===== src/rtl/rs_load_buffer.sv =====
// Multi-entry load reservation station: captures base/offset, snoops the CDB for
// pending bases, and dispatches the oldest READY load to the memory FU.
module rs_load_buffer #(
   parameter int DEPTH = 4,
   parameter int TAG_W = 8,
   parameter int IDX_W = $clog2(DEPTH)
) (
   input  logic               clk,
   input  logic               rst,
   input  logic               issue,
   input  logic [31:0]        base_val_in,
   input  logic [TAG_W-1:0]   base_tag_in,
   input  logic               base_rdy_in,
   input  logic [31:0]        offset_in,
   input  logic [2:0]         mem_u_b_h_w_in,
   input  logic [TAG_W+32:0]  cdb,
   input  logic               mem_ready,
   input  logic               FU_result_taken,
   output logic               full,
   output logic [IDX_W-1:0]   alloc_idx,
   output logic               mem_valid,
   output logic [31:0]        mem_addr,
   output logic [2:0]         mem_u_b_h_w,
   output logic [IDX_W-1:0]   mem_idx,
   output logic [DEPTH-1:0]   busy_vec
);

   localparam logic [1:0] ST_FREE  = 2'd0;
   localparam logic [1:0] ST_WAIT  = 2'd1;
   localparam logic [1:0] ST_READY = 2'd2;
   localparam logic [1:0] ST_EXEC  = 2'd3;

   logic [1:0]       state_q [DEPTH];
   logic [31:0]      base_q  [DEPTH];
   logic [31:0]      off_q   [DEPTH];
   logic [2:0]       type_q  [DEPTH];
   logic [TAG_W-1:0] tag_q   [DEPTH];
   logic [IDX_W-1:0] rank_q  [DEPTH];

   logic             cdb_valid;
   logic [TAG_W-1:0] cdb_tag;
   logic [31:0]      cdb_data;

   logic             alloc_found;
   logic [IDX_W-1:0] occupancy;
   logic             exec_any;
   logic [IDX_W-1:0] exec_rank;
   logic             sel_found;
   logic [IDX_W-1:0] sel_idx;
   logic [IDX_W-1:0] sel_rank;
   logic             do_issue;
   logic             do_dispatch;
   logic             do_free;
   logic [IDX_W-1:0] issue_rank;

   assign cdb_valid = cdb[TAG_W+32];
   assign cdb_tag   = cdb[TAG_W+31:32];
   assign cdb_data  = cdb[31:0];

   // Occupancy never needs to reach DEPTH in this width: it is only consumed on issue, which requires !full.
   always_comb begin
      alloc_idx   = '0;
      alloc_found = 1'b0;
      occupancy   = '0;
      busy_vec    = '0;
      for (int i = 0; i < DEPTH; i++) begin
         if (state_q[i] != ST_FREE) begin
            busy_vec[i] = 1'b1;
            occupancy   = occupancy + IDX_W'(1);
         end else if (!alloc_found) begin
            alloc_idx   = IDX_W'(i);
            alloc_found = 1'b1;
         end
      end
   end

   assign full = &busy_vec;

   always_comb begin
      exec_any  = 1'b0;
      exec_rank = '0;
      sel_found = 1'b0;
      sel_idx   = '0;
      sel_rank  = '0;
      for (int i = 0; i < DEPTH; i++) begin
         if (state_q[i] == ST_EXEC) begin
            exec_any  = 1'b1;
            exec_rank = rank_q[i];
         end
         if (state_q[i] == ST_READY && (!sel_found || rank_q[i] < sel_rank)) begin
            sel_found = 1'b1;
            sel_idx   = IDX_W'(i);
            sel_rank  = rank_q[i];
         end
      end
   end

   assign mem_valid   = sel_found && !exec_any;
   assign mem_addr    = sel_found ? base_q[sel_idx] + off_q[sel_idx] : 32'd0;
   assign mem_u_b_h_w = sel_found ? type_q[sel_idx] : 3'd0;
   assign mem_idx     = sel_found ? sel_idx : '0;

   assign do_issue    = issue && !full;
   assign do_dispatch = mem_valid && mem_ready;
   assign do_free     = FU_result_taken && exec_any;
   // The entry leaving this cycle still counts in occupancy, so discount it to keep ranks dense.
   assign issue_rank  = occupancy - (do_free ? IDX_W'(1) : IDX_W'(0));

   always_ff @(posedge clk or posedge rst) begin
      if (rst) begin
         for (int i = 0; i < DEPTH; i++) begin
            state_q[i] <= ST_FREE;
            base_q[i]  <= '0;
            off_q[i]   <= '0;
            type_q[i]  <= '0;
            tag_q[i]   <= '0;
            rank_q[i]  <= '0;
         end
      end else begin
         for (int i = 0; i < DEPTH; i++) begin
            case (state_q[i])
               ST_FREE: begin
                  if (do_issue && alloc_idx == IDX_W'(i)) begin
                     off_q[i]  <= offset_in;
                     type_q[i] <= mem_u_b_h_w_in;
                     tag_q[i]  <= base_tag_in;
                     rank_q[i] <= issue_rank;
                     if (base_rdy_in) begin
                        state_q[i] <= ST_READY;
                        base_q[i]  <= base_val_in;
                     end else if (cdb_valid && cdb_tag == base_tag_in) begin
                        state_q[i] <= ST_READY;
                        base_q[i]  <= cdb_data;
                     end else begin
                        state_q[i] <= ST_WAIT;
                     end
                  end
               end
               ST_WAIT: begin
                  if (cdb_valid && cdb_tag == tag_q[i]) begin
                     state_q[i] <= ST_READY;
                     base_q[i]  <= cdb_data;
                  end
               end
               ST_READY: begin
                  if (do_dispatch && sel_idx == IDX_W'(i))
                     state_q[i] <= ST_EXEC;
               end
               default: begin
                  if (FU_result_taken)
                     state_q[i] <= ST_FREE;
               end
            endcase
            if (do_free && state_q[i] != ST_FREE && rank_q[i] > exec_rank)
               rank_q[i] <= rank_q[i] - IDX_W'(1);
         end
      end
   end

endmodule


===== config.mk =====
export PLATFORM = sky130hd
export DESIGN_NAME = rs_load_buffer
export DESIGN_NICKNAME = d
export VERILOG_FILES = /design/src/rtl/rs_load_buffer.sv
export SDC_FILE = /design/constraint.sdc
export NUM_CORES = 1
export LEC_CHECK = 0
export CAP_MARGIN = 25
export CORE_MARGIN = 2
export CORE_UTILIZATION = 45
export DETAILED_ROUTE_END_ITERATION = 8
export PLACE_DENSITY = 0.71
export SLEW_MARGIN = 20
export SYNTH_ARGS = -nofsm -noshare
export SYNTH_HDL_FRONTEND = slang
export SYNTH_SLANG_ARGS = --single-unit

===== constraint.sdc =====
create_clock -name clk -period 12.8 [get_ports clk]
set_clock_uncertainty 0.1 [all_clocks]
set_input_delay 1.92 -clock clk [delete_from_list [all_inputs] [get_ports clk]]
set_output_delay 1.92 -clock clk [all_outputs]
set_load 0.01 [all_outputs]

Word-level counts from Yosys, hierarchy flattened:

Cells that the tools add are included.
Widths: inputs -> output; s select.

* register bits: 316
* word-level logic and storage cells: 252

* add/subtract/negate cells: 9
* order comparisons: 8
* equality and inequality tests: 39
* mux-type cells: 92
* bitwise operators: 1
* reductions and logical operators: 79

Operators with widths (count)
* $mux 32: 15
* $pmux 32 s2: 4
* $bmux 32 s2: 2
* $mux 2: 45
* $eq 8x8->1: 5
* $reduce_and 4->1: 9
* $add 32x32->32: 1
* $reduce_bool 2->1: 16
* $logic_and 1x1->1: 28
* $eq 2x2->1 const B: 12
* $pmux 2 s3: 4
* $mux 1: 18
* $ne 2x2->1 const B: 8
* $reduce_and 2->1: 8
* $reduce_bool 4->1: 4
* $eq 2x1->1 const B: 6
* $logic_not 2->1: 6
* $ne 3x3->1 const B: 4
* $mux 3: 3
* $gt 2x2->1: 4
* $ne 2x1->1 const B: 4
* $sub 2x1->2 const B: 4
* $add 2x1->2 const B: 3
* $bmux 3 s2: 1
* 6 further kinds: 14

Longest topological paths before layout:

* word-level depth: 20
* gate-level depth with buffers: 36
* gate-level depth less buffers: 31

Worst setup path before layout:

Ideal clock, no wire load.

* path kind: flip-flop to output port
* start: reg state_q[6] in the netlist's numbering
* end: out mem_addr[26]
* data arrival time: 7.022 ns
* path slack: 3.758 ns
* stages on the path, launching flop included: 35
* path buffers: 6
* cell sequence: dfrtp_1 -> inv_1 -> ha_1 -> buf_2 -> nand2_1 -> ha_1 -> and2_1 -> a221oi_1 -> buf_2 -> buf_1 -> a21oi_1 -> ha_1 -> nor2_1 -> nand3_1 -> o211ai_1 -> clkbuf_1 -> a21oi_1 -> ha_1 -> a311o_1 -> a31oi_1 -> o21ai_2 -> nand3_1 -> buf_2 -> buf_2 -> o221a_2 -> ha_1 -> inv_1 -> fa_1 -> nor2b_1 -> o31a_1 -> o22a_1 -> a22oi_1 -> o31ai_2 -> a21boi_0 -> mux2_2

* cells in the longest elaborated chain, start to end: 20
* elaborated cells on any way between the ends: 32
* those cells by class: add/sub (1); order compare (3); eq/ne (1); mux (17); bitwise (1); reduce/logical (9)

Ends and longest elaborated chain
* start: declaration: line 33 `logic [1:0] state_q [DEPTH];`
* start signal: indexed assignment: line 112 `state_q[i] <= ST_FREE;`
* start signal: indexed assignment: line 129 `state_q[i] <= ST_READY;`
* start signal: indexed assignment: line 132 `state_q[i] <= ST_READY;`
* $eq 2x2->1 (*): line 90 `if (state_q[i] == ST_READY && (!sel_found || rank_q[i] < sel_rank)) begin`
* $mux 2 / $mux 1 (equally long branches): line 90
* $lt 2x2->1 / $logic_not 1->1 (equally long branches): line 90
* $logic_or 1x1->1: line 90
* $logic_and 1x1->1: line 90
* $mux 2 / $mux 1 (equally long branches): line 90
* $lt 2x2->1 / $logic_not 1->1 (equally long branches): line 90
* $logic_or 1x1->1: line 90
* (+3 left out)
* $logic_or 1x1->1: line 90
* $logic_and 1x1->1: line 90
* $mux 2: line 90
* $not 2->3 (implied by the code): line 99 `assign mem_addr = sel_found ? base_q[sel_idx] + off_q[sel_idx] : 32'd0;`
* $bmux 32 s2: line 99
* $mux 32 (implied by the code) (2 in series): line 99
* $add 32x32->32: line 99
* $mux 32 (*): line 99
* end: declaration: line 22 `output logic [31:0] mem_addr,`

Mark *: on every way between the ends. The rest lies on a longest branch, timed or not. The select of a mux whose other input is x is not followed.

Worst setup path after layout:

Same ends and word-level chain as after synthesis.

==> flow_metrics.env <==
export IMPL_grt_usage=0.265
export IMPL_num_io_pins=167
export IMPL_synthToLayoutAreaGrowth_pct=17.6
export IMPL_cts_tree="built"
export IMPL_end_kind="primary output"
export IMPL_die_area_sq_um=42600
export IMPL_synthesis_area_sq_um=18500
export IMPL_rsz0062_at_grt="no"
export IMPL_crit_slowest_cell="o211ai_1"
export IMPL_min_period_over_period=0.858
export IMPL_synth_edff_count=0
export IMPL_drv_slew=0
export IMPL_dp_hpwl_um=35900
export IMPL_gr_total_overflow=0
export IMPL_crit_top_cell="ha_1"
export IMPL_worstReg2RegStart="state_q[6]"
export IMPL_drive_above_1_share=0.105
export IMPL_core_area_sq_um=40600
export IMPL_cts_post_setup_buffers_inserted=0
export IMPL_nNetsFinal=2374
export IMPL_arrival_ps=8960
export IMPL_antenna_found_initial=1
export IMPL_wire_per_inst_um=20.2
export IMPL_worstReg2RegEnd="state_q[7]"
export IMPL_endpoint="mem_addr[26]"
export IMPL_r2r_setup_slack_ps=7160
export IMPL_port_buffers=166
export IMPL_die_x_um=206
export IMPL_final_fill_count=3706
export IMPL_wirelength_um=55400
export IMPL_synth_seq_cells=316
export IMPL_first_pass_iters=6
export IMPL_cts_buffer_depth=3
export IMPL_cts_sinks=316
export IMPL_drc=0
export IMPL_numCtsBuffers=37
export IMPL_relSlewSlack=0.366
export IMPL_pre_cts_ws_ps=2610
export IMPL_grt_pass1_vias=16000
export IMPL_vias_per_cell=5.80
export IMPL_grt_pass1_wl_um=87900
export IMPL_status="finished, final reports clean"
export IMPL_worst_setup_path_type="reg -> out"
export IMPL_yosysSeqAreaShare=0.429
export IMPL_cts_resized=0
export IMPL_start_util=0.454
export IMPL_crit_cells=30
export IMPL_num_rows=74
export IMPL_setup_violations=0
export IMPL_drv_cap=0
export IMPL_syn_nets=2278
export IMPL_tightest_slew_ps=951
export IMPL_clk_latency_ps=550
export IMPL_yosys_warnings=0
export IMPL_place_gp_congestion=0.931
export IMPL_hold_path_class="reg -> reg"
export IMPL_cp_buffers_inverters=4
export IMPL_startpoint="state_q[6]"
export IMPL_drtAntennaViolNets=0
export IMPL_critPathLaunchType="flop"
export IMPL_synth_async_reset_ratio=1.00
export IMPL_hold_viol=0
export IMPL_worst_slack_ps=1820
export IMPL_crit_family="compound AO/OA/AOI/OAI gates"
export IMPL_synth_ff_type="dfrtp_1"
export IMPL_syn_avg_cell_area_sq_um=8.82
export IMPL_critPathMaxStageDelay_ps=610
export IMPL_via_count=15900
export IMPL_grt_max_degree=108
export IMPL_htree_levels=2
export IMPL_syn_inst=2091
export IMPL_die_h_um=206
export IMPL_setup_tns_ps=0
export IMPL_drt_iter0_markers=1232
export IMPL_clk_pin_slew_worst_paths_ps=60
export IMPL_fin_crit_ps=10980
export IMPL_r2r_cells=21
export IMPL_synthDistinctLibCells=67
export IMPL_critPathRequiredTime_ps=10780
export IMPL_crit_fanout=47
export IMPL_root_buffer="clkbuf_16"
export IMPL_fmax_ghz=0.0911
export IMPL_hold_buffers=0
## synth_stat cells, drive strengths merged (3+ instances only)
cell type	n	area, sq um
buf	47	277
o21ai	203	1120
o31ai	7	57.6
nand2	565	2120
xnor2	29	254
a221oi	3	26.3
and3	5	31.3
a21boi	4	30.0
a22o	3	26.3
o21bai	6	45.0
a211o	3	26.3
a21oi	67	335
nor2	123	462
a211oi	3	22.5
o211ai	9	67.6
nand2b	10	62.6
or3	5	31.3
o21a	7	52.6
nand3	38	190
inv	28	105
a221o	17	170
o2111ai	4	35.0
nor3	65	325
a41oi	3	33.8
mux2i	141	1410
dfrtp	316	7910
a21o	8	60.1
nand3b	3	22.5
a31oi	8	50.1
o22ai	3	18.8
clkbuf	93	350
nor4	7	50.1
nor2b	20	125
and2	4	25.0
o221a	47	529
xor2	40	350
a2111oi	3	26.3
mux2	48	541
nand4	10	62.6
ha	64	801
## kinds of logic after synthesis
group | synth area share
AO/OA/AOI/OAI | 0.156
flip-flops | 0.429
XOR/XNOR | 0.0328
adder cells (fa/ha/maj) | 0.0445
AND/OR/NAND/NOR | 0.193
buffers and inverters | 0.0399
multiplexers | 0.106
## cell type report
class,instances,area [sq um],area share
clock inverters,12,97.6,0.00450
diodes,1,2.50,0.000115
repair buffers,197,1950,0.0898
clock buffers,50,1030,0.0474
inverters,29,116,0.00536
flip-flops and latches,316,7910,0.365
multi-input cells,1606,9930,0.458
well taps,532,666,0.0307
## worst reg2reg max path: stages (launching register included)
cell and delay (ps):
dfrtp_1 430, inv_1 120, ha_1 450, nand2_1 140
ha_1 340, and2_1 200, a221oi_4 280, a21oi_1 140
ha_1 230, nor2_1 170, nand3_1 120, o211ai_1 610
nor2_1 120, a21oi_1 150, ha_1 190, a311o_1 110
a31oi_1 80, o21ai_4 200, buf_4 640, a41oi_1 260
nor2_1 260, mux2i_1 220
## through the flow
| stage | utilization | hold WS [ps] | instance area (sq um) | instances |
|---|---|---|---|---|
| after floorplan | - | 345 | 18500 | 2091 |
| after global placement | 0.504 | 358 | 20500 | 2677 |
| after detailed placement | 0.504 | 363 | 20500 | 2677 |
| after CTS | 0.532 | 377 | 21600 | 2739 |
| after global routing | 0.534 | 396 | 21700 | 2743 |
| final | 0.534 | 375 | 21700 | 2743 |
## how the worst min path moves through the flow
stage,from,endpoint,slack [ps],cells past startpoint
finish,off_q[47],off_q[47],380,2
global route,off_q[14],off_q[14],400,2
CTS,type_q[0],type_q[0],380,2
detailed placement,off_q[56],off_q[56],360,2
global placement,type_q[5],type_q[5],360,2
floorplan,type_q[6],type_q[6],350,2
## flip-flops by register name, indices dropped and copies added (netlist names)
name / flops
type_q: 12
tag_q: 32
state_q: 8
rank_q: 8
off_q: 128
base_q: 128
## metal layers
metal / wire length [um] / part of all wire / GRT usage
met1: 23300 / 0.42 / 0.353
met2: 26300 / 0.47 / 0.434
met3: 3660 / 0.066 / 0.0344
met4: 2110 / 0.038 / 0.110
met5: 0 / 0 / 0
## cells in the final DEF, fill, tap and decap left out, types with 29 or more instances in the layout
| master | count |
|---|---|
| a21oi_1 | 67 |
| clkbuf_16 | 39 |
| clkdlybuf4s50_1 | 166 |
| dfrtp_1 | 316 |
| ha_1 | 64 |
| mux2_2 | 48 |
| mux2i_1 | 141 |
| nand2_1 | 565 |
| nand3_1 | 35 |
| nor2_1 | 121 |
| nor3_1 | 64 |
| o21ai_0 | 169 |
| o221a_2 | 47 |
| xnor2_1 | 29 |
| xor2_1 | 40 |
Power is not shown: default switching activity piles up to over one toggle a cycle in this logic, so the estimate is an artifact.
